$ cat src/rtl/mole_scheduler.sv
// mole_scheduler: whack-a-mole game sequencer.
// Runs ROUNDS rounds. Each round waits GAP_TICKS ticks, raises one
// pseudo-random mole for up to UP_TICKS ticks and watches the eight hit
// buttons. A hit shows the hit mask for HIT_TICKS ticks. Hits and
// timeouts are counted with saturating counters.
// Ports:
//   CLK         system clock
//   RST_BTN     asynchronous active-high reset
//   start       level input; a rising edge starts a game from IDLE or DONE
//   btn[7:0]    conditioned hit buttons, bit i = hole i
//   random_num  one-hot mole-up mask, or 0
//   mole_hit    one-hot hit mask, or 0
//   score       hits this game, saturating
//   misses      timeouts this game, saturating
//   busy        high in GAP, UP and SHOW_HIT
//   game_over   high in DONE
module mole_scheduler #(
  parameter int         TICK_DIV  = 1_000_000,
  parameter int         GAP_TICKS = 50,
  parameter int         UP_TICKS  = 100,
  parameter int         HIT_TICKS = 25,
  parameter int         ROUNDS    = 30,
  parameter logic [7:0] LFSR_SEED = 8'hB8
) (
  input  logic       CLK,
  input  logic       RST_BTN,
  input  logic       start,
  input  logic [7:0] btn,
  output logic [7:0] random_num,
  output logic [7:0] mole_hit,
  output logic [7:0] score,
  output logic [7:0] misses,
  output logic       busy,
  output logic       game_over
);

  localparam int PW   = (TICK_DIV > 1) ? $clog2(TICK_DIV) : 1;
  localparam int TMX0 = (GAP_TICKS > UP_TICKS) ? GAP_TICKS : UP_TICKS;
  localparam int TMAX = (TMX0 > HIT_TICKS) ? TMX0 : HIT_TICKS;
  localparam int TW   = $clog2(TMAX + 1);

  typedef enum logic [2:0] {
    S_IDLE,
    S_GAP,
    S_UP,
    S_SHOW_HIT,
    S_DONE
  } state_t;

  state_t          state_q, state_d;
  logic [PW-1:0]   pre_q, pre_d;
  logic [TW-1:0]   tmr_q, tmr_d;
  logic [7:0]      lfsr_q, lfsr_d;
  logic [7:0]      rnd_q, rnd_d;
  logic [7:0]      hit_q, hit_d;
  logic [7:0]      score_q, score_d;
  logic [7:0]      miss_q, miss_d;
  logic [7:0]      round_q, round_d;
  logic [2:0]      idx_q, idx_d;
  logic            start_q;
  logic [7:0]      btn_q;

  logic            start_re;
  logic [7:0]      btn_re;
  logic            tick;
  logic [TW-1:0]   lim;
  logic            timeout;
  logic [2:0]      pick;
  logic [7:0]      round_inc;
  logic            last_round;

  assign start_re = start & ~start_q;
  assign btn_re   = btn & ~btn_q;
  assign tick     = (pre_q == PW'(TICK_DIV - 1));

  always_comb begin
    lim = '0;
    case (state_q)
      S_GAP:      lim = TW'(GAP_TICKS - 1);
      S_UP:       lim = TW'(UP_TICKS - 1);
      S_SHOW_HIT: lim = TW'(HIT_TICKS - 1);
      default:    lim = '0;
    endcase
  end

  assign timeout = tick && (tmr_q == lim);

  // Galois form of x^8+x^6+x^5+x^4+1 (right shift, feedback mask 0xB8).
  assign lfsr_d = {1'b0, lfsr_q[7:1]} ^ (lfsr_q[0] ? 8'hB8 : 8'h00);

  // Never repeat the previous hole back to back.
  assign pick = (lfsr_q[2:0] == idx_q) ? 3'(lfsr_q[2:0] + 3'd1) : lfsr_q[2:0];

  assign round_inc  = (round_q == 8'hFF) ? round_q : round_q + 8'd1;
  assign last_round = (round_inc == 8'(ROUNDS));

  always_comb begin
    state_d = state_q;
    rnd_d   = rnd_q;
    hit_d   = hit_q;
    score_d = score_q;
    miss_d  = miss_q;
    round_d = round_q;
    idx_d   = idx_q;
    case (state_q)
      S_IDLE, S_DONE: begin
        if (start_re) begin
          state_d = S_GAP;
          score_d = '0;
          miss_d  = '0;
          round_d = '0;
          rnd_d   = '0;
          hit_d   = '0;
        end
      end
      S_GAP: begin
        if (timeout) begin
          state_d = S_UP;
          idx_d   = pick;
          rnd_d   = 8'b1 << pick;
        end
      end
      S_UP: begin
        // Hit is checked first so it wins over a same-cycle timeout.
        if (btn_re[idx_q]) begin
          state_d = S_SHOW_HIT;
          rnd_d   = '0;
          hit_d   = 8'b1 << idx_q;
          score_d = (score_q == 8'hFF) ? score_q : score_q + 8'd1;
        end else if (timeout) begin
          state_d = last_round ? S_DONE : S_GAP;
          rnd_d   = '0;
          miss_d  = (miss_q == 8'hFF) ? miss_q : miss_q + 8'd1;
          round_d = round_inc;
        end
      end
      S_SHOW_HIT: begin
        if (timeout) begin
          state_d = last_round ? S_DONE : S_GAP;
          hit_d   = '0;
          round_d = round_inc;
        end
      end
      default: state_d = S_IDLE;
    endcase
  end

  // Prescaler and tick timer restart on every state change so each timed
  // state lasts exactly N*TICK_DIV clocks; they idle at zero otherwise.
  always_comb begin
    pre_d = pre_q;
    tmr_d = tmr_q;
    if ((state_d != state_q) || (state_q == S_IDLE) || (state_q == S_DONE)) begin
      pre_d = '0;
      tmr_d = '0;
    end else if (tick) begin
      pre_d = '0;
      tmr_d = tmr_q + TW'(1);
    end else begin
      pre_d = pre_q + PW'(1);
    end
  end

  always_ff @(posedge CLK or posedge RST_BTN) begin
    if (RST_BTN) begin
      state_q <= S_IDLE;
      pre_q   <= '0;
      tmr_q   <= '0;
      lfsr_q  <= LFSR_SEED;
      rnd_q   <= '0;
      hit_q   <= '0;
      score_q <= '0;
      miss_q  <= '0;
      round_q <= '0;
      idx_q   <= '0;
      start_q <= 1'b0;
      btn_q   <= '0;
    end else begin
      state_q <= state_d;
      pre_q   <= pre_d;
      tmr_q   <= tmr_d;
      lfsr_q  <= lfsr_d;
      rnd_q   <= rnd_d;
      hit_q   <= hit_d;
      score_q <= score_d;
      miss_q  <= miss_d;
      round_q <= round_d;
      idx_q   <= idx_d;
      start_q <= start;
      btn_q   <= btn;
    end
  end

  assign random_num = rnd_q;
  assign mole_hit   = hit_q;
  assign score      = score_q;
  assign misses     = miss_q;
  assign busy       = (state_q == S_GAP) || (state_q == S_UP) || (state_q == S_SHOW_HIT);
  assign game_over  = (state_q == S_DONE);

endmodule

$ cat config.mk
export PLATFORM = sky130hd
export DESIGN_NAME = mole_scheduler
export DESIGN_NICKNAME = d
export VERILOG_FILES = /design/src/rtl/mole_scheduler.sv
export SDC_FILE = /design/constraint.sdc
export NUM_CORES = 1
export LEC_CHECK = 0
export ABC_AREA = 1
export ABC_CLOCK_PERIOD_IN_PS = 3650
export BUFFER_PORTS_ARGS = -buffer_cell sky130_fd_sc_hd__buf_2
export CAP_MARGIN = 20
export CORE_ASPECT_RATIO = 0.8
export CORE_MARGIN = 2
export CORE_UTILIZATION = 48
export CTS_CLUSTER_DIAMETER = 80
export DETAILED_ROUTE_END_ITERATION = 6
export PLACE_DENSITY = 0.76
export SYNTH_ARGS = -nofsm -noshare
export SYNTH_HDL_FRONTEND = slang
export SYNTH_SLANG_ARGS = --single-unit
$ cat constraint.sdc
create_clock -name CLK -period 3.65 [get_ports CLK]
set_input_delay 0.73 -clock CLK [delete_from_list [all_inputs] [get_ports CLK]]
set_output_delay 0.73 -clock CLK [all_outputs]
set_load 0.02 [all_outputs]
==> results.txt, run 1 <==
The flow ran to the end, and the final reports show no timing, DRC or antenna violations. VDD sags by at most ~0.25 mV. The compound-cell area share of the yosys netlist is 6.046%. The remaining max-slew budget at the tightest pin is 58.97%. The tree is rooted in a clkbuf_16. The xor/xnor cell area share of the yosys netlist came out at 5.312%. Setup repair after global routing left no endpoint under its margin. The number of buffer cells added on primary ports came out at 44. The smallest hold slack is 385.1 ps.

The count of vias placed by the detailed router came out at between 4000 and 5000. The achievable frequency came out at 0.3697 GHz. The post-detailed-route count of antenna-violating nets came out at 0. Post-CTS timing repair inserted 0 buffers for setup.

The clock net in this run drives a total of 90 sinks. For the pin with the worst max-slew slack, the measured transition is around 600 ps. The post-route minimum period came out at 2705 ps. Traced cell by cell, the critical path runs through inv_2 > nor2_4 > nand2_2 > nand2_1 > nand2_1 > a21oi_4 > nand2_4 > nand2_1 > nand2_1 > nor2_1 > nand2_1 > xor2_1 > nor2_1. The areal power density over the cells is 357.1 nW/um2. The synthesized netlist net count came out at 643. The clock network burns 47.6% of the power.

The worst min-delay path class is input port to asynchronous set/reset pin. The initial cell density of the core came out at 48.69%. The main combinational cell family by area after synthesis is simple AND/OR/NAND/NOR gates. The total number of H-tree levels is 3. The number of antenna violations at the first check in global routing is 0.

Counting the buffers created by CTS gives 9. The largest net degree at the start of global routing is 66. TritonCTS built the clock tree. The first-pass GRT wire length came out at 18200 um. The synthesized instance count came out at 625. The estimated wirelength of the detail-placed design is 7695 um.

The layout net count is 690. The I/O pin count came out at 45. Buffers inserted to repair hold after CTS numbered 0. The final worst clock skew is 4.349 ps. Leaving out fill and tap cells, the most frequent cell in the layout is nand2_1.

The net load switching power came out at roughly 420 uW. The net switching fraction of the power came out at 20.95%. The total negative slack came out at 0 ps. The filler cell count is 939. After layout, the worst setup slack is 944.8 ps. The count of final hold-check violations came out at 0. Row generation in the floorplan step produced 33 rows.

The register area is 2257 um2. The post-place setup slack came out at 902.9 ps. The largest fanout of any net on the critical path is 13. The overall routed net length came out at 10520 um. The total track usage came out at 20.28%.

The longest individual stage delay on the worst path came out at 500 ps. The number of detailed-route iterations in the first pass is 5. Counting along the longest clock path gives a buffer depth of 2. Clock latency on the worst-skew pair, taken at its later pin, is 340 ps. The overall die area came out at 11140 um2.

The total inserted antenna cells came out at 0. The signed area change from the synthesized netlist to the final layout is 13.71%. The share of flip-flops with an asynchronous set or reset after synthesis came out at 100.0%. The synthesized netlist contains 40 unique library cells. The count of pins over their slew limit came to 0. The clock-pin slew of the registers on the worst-case setup and hold paths is 60 ps. Among all stages on the critical path, the largest delay is contributed by nor2_1. The via count of the first global-routing pass came out at about 4000.

Dividing the detail-routed via count by the number of cells gives 5.035. The post-route netlist has 17.43% of its cells at a drive strength greater than 1. The fraction of power consumed by combinational cells came out at 2.2%. The worst setup path is launched from a register.

After Yosys synthesis, and, or, nand and nor cells account for 33.39% of the synthesized area. The x dimension of the die came out at approximately 120 um. The data required time of the worst path came out at around 3900 ps. The remaining routing DRC violations came out at 0.

Sequential cells burn between 50% and 60% of the power. The number of gates given a new drive strength after cts came out at 0. The count of yosys warnings during synthesis is 0. At the end of routability-driven placement, the weighted congestion stood at 0.9282. For this run the aggregate overflow at the end of global routing stands at 0. The synthesized flop and latch total came out at 90.

The fraction of synthesized area in multiplexers came out at 0.4048%. The floorplan step defined a core boundary enclosing 10160 um2. The static power due to leakage came out at 0.002888 uW. The number of flops mapped to enable cells by yosys came out at 0.

The portion of the clock cycle consumed by the worst path in the final layout came out at about three quarters. The synthesized cell area came out at ~5000 um2. The total of endpoints with negative setup slack in the final report is 0. The worst setup path is of the register to register kind. The combined area of the multi-input logic cells came out at 2321 um2. The number of violations of the max-capacitance limit came out at 0.

The worst setup path is captured at a register. The internal power contribution is between 1500 and 2000 uW. The data arrival time of the critical path is 2920 ps. The count of routing violations after the opening detailed-route iteration came out at 266. In the layout the commonest cells are nand2_1 (154), dfrtp_1 (86), nor2_1 (73), inv_1 (73), nand3_1 (62). The die span in y came out at 94.79 um.

In the synthesized netlist the dominant register cell turns out to be dfrtp_1. Among the stages of the critical path, the cell type that occurs most often is nand2_1. The routed wirelength normalized by instance count came out at 12.87 um. The fraction of the mapped netlist area in adder cells came out at 1.771%. A synthesized cell averages roughly 7.9 um2. The share of the yosys chip area belonging to registers came out at a little under half.
==> sequential cells by signal, indices dropped and copies added (netlist names) <==
register,cells
pre_q,20
random_num,8
start_q,1
tmr_q,7
btn_q,8
misses,8
lfsr_q,8
round_q,8
idx_q,3
mole_hit,8
score,8
state_q,3
==> Yosys cell counts, drive strengths merged (2+ instances only) <==
master / number / area, um2
nand2: 159 / 619.3
nor2: 102 / 515.5
dfrtp: 86 / 2152
inv: 77 / 289.0
nand3: 65 / 340.3
o21ai: 30 / 150.1
xor2: 19 / 166.4
nand4: 12 / 75.07
xnor2: 11 / 96.34
a21oi: 9 / 60.06
nor3: 8 / 45.04
ha: 7 / 87.58
buf: 6 / 52.54
clkbuf: 6 / 22.52
or2: 6 / 37.54
dfstp: 4 / 105.1
o31ai: 4 / 30.03
mux2i: 2 / 20.02
nor4: 2 / 12.51
o22ai: 2 / 12.51
==> logic make-up after synthesis <==
group | Yosys count
compound gates | 51
xor+xnor | 30
fa+ha+maj | 7
buf+inv | 90
flops | 90
mux | 2
simple gates | 355
==> worst max-delay path, delay by kind of cell, from the launching register on <==
family	cells	cell delay, ps
XOR/XNOR	1	170
flip-flops	1	440
AO/OA/AOI/OAI	1	180
AND/OR/NAND/NOR	10	1670
buffers and inverters	1	110
==> power groups by stage <==
| stage | Combinational [uW] | Sequential [uW] | Clock, uW |
|---|---|---|---|
| global route | 51.9 | 1010 | 1020 |
| detailed placement | 43.7 | 1030 | 0 |
| CTS | 43.8 | 1010 | 981 |
| finish | 44.6 | 1010 | 955 |
| floorplan | 23.5 | 1030 | 0 |
| global placement | 42.1 | 1030 | 0 |
==> cell type report <==
| cell class | instances | share of cell area, % |
|---|---|---|
| Sequential cell | 90 | 40.13 |
| Timing Repair Buffer | 48 | 4.672 |
| Multi-Input combinational cell | 445 | 41.27 |
| Clock inverter | 5 | 1.090 |
| Inverter | 78 | 5.228 |
| Tap cell | 140 | 3.115 |
| Clock buffer | 11 | 4.494 |
==> per-stage QoR <==
step,cell area [um2],power [uW],util [%],instances
after floorplan,4946,1052,-,625
after global placement,5290,1069,52.08,800
after detailed placement,5290,1071,52.08,800
after CTS,5604,2033,55.17,816
after global routing,5624,2081,55.37,817
final,5624,2008,55.37,817
==> per-layer routing <==
layer	wire length, um	vias to the layer above	track usage (%)
met5	0	-	0
li1	-	2079	-
met2	5015	98	34.65
met3	418	14	4.710
met4	129	0	6.024
met1	4953	1923	26.08
==> final timing paths <==
| path | cells after the start | startpoint | slack (ps) | to |
|---|---|---|---|---|
| hold reg to reg | 0 | lfsr_q[3]$_DFF_PP1_ | 390 | lfsr_q[2]$_DFF_PP0_ |
| min in group CLK | 0 | lfsr_q[3]$_DFF_PP1_ | 390 | lfsr_q[2]$_DFF_PP0_ |
| setup / recovery | 13 | state_q[1]$_DFF_PP0_ | 940 | round_q[0]$_DFFE_PP0P_ |
| max in group asynchronous | 4 | RST_BTN | 2410 | start_q$_DFF_PP0_ |
| hold / removal | 2 | RST_BTN | 390 | lfsr_q[6]$_DFF_PP0_ |
| setup reg to reg | 13 | state_q[1]$_DFF_PP0_ | 940 | round_q[0]$_DFFE_PP0P_ |
Power figures use the tool's default switching activity.
==> inputs of run 2 (changes only) <==
--- a/config.mk
+++ b/config.mk
@@ -6,7 +6,7 @@
 export NUM_CORES = 1
 export LEC_CHECK = 0
 export ABC_AREA = 1
-export ABC_CLOCK_PERIOD_IN_PS = 3650
+export ABC_CLOCK_PERIOD_IN_PS = 2350
 export BUFFER_PORTS_ARGS = -buffer_cell sky130_fd_sc_hd__buf_2
 export CAP_MARGIN = 20
 export CORE_ASPECT_RATIO = 0.8
@@ -14,7 +14,7 @@
 export CORE_UTILIZATION = 48
 export CTS_CLUSTER_DIAMETER = 80
 export DETAILED_ROUTE_END_ITERATION = 6
-export PLACE_DENSITY = 0.76
+export PLACE_DENSITY = 0.78
 export SYNTH_ARGS = -nofsm -noshare
 export SYNTH_HDL_FRONTEND = slang
 export SYNTH_SLANG_ARGS = --single-unit
==> constraint.sdc (replaced) <==
create_clock -name CLK -period 2.35 [get_ports CLK]
set_input_delay 0.47 -clock CLK [delete_from_list [all_inputs] [get_ports CLK]]
set_output_delay 0.47 -clock CLK [all_outputs]
set_load 0.02 [all_outputs]
==> results.txt, run 2 (same netlist as run 1, synthesis figures left out) <==
The leftover overflow at the end of global routing came to 0 (unchanged). The total track usage was 21.68% (was 20.28%). The layout net count came out at 708 (was 690). The total of endpoints with negative setup slack in the final report was 0 (unchanged).

The uppermost layer routed was met4 (unchanged). The estimated wirelength of the detail-placed design came out at 8098 um (was 7695 um). The overall routed net length is 11240 um (was 10520 um). The total inserted antenna cells is 0 (unchanged). The static power due to leakage is 0.002976 uW (was 0.002888 uW). The count of routing violations after the opening detailed-route iteration came out at 252 (was 266).

The site row count came out at 33 (unchanged). The met2 wirelength from detailed routing is 5278 um (was 5015 um). The final worst clock skew is 6.797 ps (was 4.349 ps). The number of antenna violations at the first check in global routing was 0 (unchanged). The remaining routing DRC violations came to 0 (unchanged).

The clock-pin slew of the registers on the worst-case setup and hold paths came out at 60 ps (about the same). The routed wirelength normalized by instance count is 13.46 um (was 12.87 um). The flip-flop count of the largest register after layout came out at 20 (unchanged).

The post-detailed-route via-to-cell ratio is 5.135 (was 5.035). The number of buffer cells added on primary ports came out at 44 (unchanged). The post-route minimum period was 2208 ps (was 2705 ps). The signed area change from the synthesized netlist to the final layout is 18.52% (was 13.71%). The count of pins over their slew limit is 0 (unchanged). The data required time of the worst path came to 2630 ps (was 3860 ps). The count of final hold-check violations came out at 0 (unchanged). The startpoint class of the critical path is a register (unchanged). The I/O pin count came to 45 (unchanged). The weighted congestion reported at the end of routability-driven placement is 0.8902 (was 0.9282).

The die span in y came out at 94.79 um (unchanged). The core area is 10160 um2 (unchanged). The number of placed instances, taps included is 813 (was 800). The source-to-sink clock delay at the later pin of the worst-skew pair came out at 340 ps (about the same). The routed metal-1 wire length came out at 5205 um (was 4953 um). The portion of the clock cycle consumed by the worst path in the final layout is 93.94% (was 74.12%). The count of non-filler cells in the finished layout is 835 (was 817). The kind of capture point of the worst setup path is a register (unchanged).

The clock tree root buffer cell was clkbuf_16 (unchanged). The met3 wire length is 623 um (was 418 um). The overall die area came to 11140 um2 (unchanged). The total clock buffers created by CTS is 9 (unchanged). The first-pass GRT wire length came out at 19720 um (was 18200 um).

The remaining max-slew budget at the tightest pin came out at 63.00% (was 58.97%). The number of buffers on the longest clock path was 2 (unchanged). The ratio of cells with drive above 1 in the final layout came out at 21.44% (was 17.43%). The via count of the first global-routing pass came out at 4302 (was 4010). The number of detailed-route iterations in the first pass is 5 (unchanged).

The largest register by flop count is pre_q (unchanged). The CTS sink count was 90 (unchanged). The largest fanout of any net on the critical path is 9 (was 13). Most frequent cells in the layout: nand2_1 (151), dfrtp_1 (84), inv_1 (73), nor2_1 (69), nand3_1 (59) (was nand2_1 (154), dfrtp_1 (86), nor2_1 (73), inv_1 (73), nand3_1 (62)).

The most common cell after layout, fill and taps aside is nand2_1 (unchanged). Result of the run: complete, no violations (unchanged). The critical path start-end classification is register to register (unchanged). The clock tree from TritonCTS is built (unchanged).

The pin slew with the least headroom to its limit came out at 553.3 ps (was 613.2 ps). The areal power density over the cells is 517.4 nW/um2 (was 357.1 nW/um2). The hold buffer count at cts is 0 (unchanged). The count of vias placed by the detailed router came out at 4288 (was 4114). The largest net degree at the start of global routing is 52 (was 66).

The achievable frequency came out at 0.4530 GHz (was 0.3697 GHz). The total number of H-tree levels is 3 (unchanged). The x dimension of the die came out at 117.5 um (unchanged). The initial cell density of the core came to 48.69% (unchanged). The slack of the critical path is 142.4 ps (was 944.8 ps). The post-place setup slack came out at 92.04 ps (was 902.9 ps). The worst min-delay path class is input port to asynchronous set/reset pin (unchanged). The post-detailed-route count of antenna-violating nets is 0 (unchanged). The number of violations of the max-capacitance limit came out at 0 (unchanged). The total negative slack came to 0 ps (unchanged).

The data arrival time of the critical path is 2480 ps (was 2920 ps). The highest ir drop seen on vdd came to 0.4894 mV (was 0.2536 mV).
run 2: cell types whose count changed in the layout (fill, tap and decap cells not counted), sizes merged:
| cell | before | now |
|---|---|---|
| buf | 48 | 65 |
| clkinvlp | 3 | 2 |
| bufinv | 1 | 0 |
| clkbuf | 11 | 14 |
run 2: critical path: stages (launching register included):
cell       delay (ps)
dfrtp_1           360
ha_2              210
nand3_2           110
nor3_4            220
nand3_2           140
nor2_4            170
nand2_4           100
nand2_2           100
inv_1              40
nor2_1            110
nand3_1            80
nand2_1           110
nand2_4           100
clkbuf_16         200
nor2_2             80
run 2: cell type report:
class,instances,area (um2)
timing repair buffer,66,444.2
clock inverter,3,21.27
multi-input combinational,445,2395
inverter,78,296.5
fill,889,4295
clock buffer,13,270.3
tap,140,175.2
sequential,90,2260
run 2: metrics by stage:
stage / util [%] / total power, uW / hold slack, ps / area (um2)
after floorplan: - / 1634 / 376.4 / 4950
after CTS: 56.31 / 3069 / 121.7 / 5719
after global routing: 57.71 / 3139 / 141.7 / 5862
after global placement: 53.44 / 1664 / 383.0 / 5428
after detailed placement: 53.44 / 1666 / 383.8 / 5428
final: 57.71 / 3033 / 123.5 / 5862
run 2: final timing paths:
| check | depth (start not counted) | slack (ps) | endpoint | startpoint |
|---|---|---|---|---|
| setup / recovery | 14 | 140 | pre_q[4]$_DFF_PP0_ | pre_q[0]$_DFF_PP0_ |
| hold / removal | 2 | 120 | lfsr_q[6]$_DFF_PP0_ | RST_BTN |
| setup reg to reg | 14 | 140 | pre_q[4]$_DFF_PP0_ | pre_q[0]$_DFF_PP0_ |
| hold reg to reg | 0 | 390 | lfsr_q[2]$_DFF_PP0_ | lfsr_q[3]$_DFF_PP1_ |
| max in group asynchronous | 3 | 1550 | lfsr_q[7]$_DFF_PP1_ | RST_BTN |
| min in group CLK | 1 | 240 | btn_q[5]$_DFF_PP0_ | btn[5] |
run 2: repair_timing:
item	4_1_cts	5_1_grt
buffers inserted	0	5
resized for setup	0	21
endpoints found under the setup margin	0	57
run 2: routing by layer:
metal | up-vias | track usage [%]
met4 | 0 | 6.526
met5 | - | 0
li1 | 2110 | -
met1 | 2042 | 28.20
met3 | 13 | 4.952
met2 | 123 | 36.65
run 2: report_power, final:
group / internal (uW) / total (uW) / leakage (uW) / switching (uW)
sequential: 1560 / 1570 / 0.00115 / 5.59
clock: 806 / 1400 / 0.000142 / 590
combinational: 20.2 / 70.2 / 0.00168 / 50.1
total: 2390 / 3030 / 0.00298 / 646
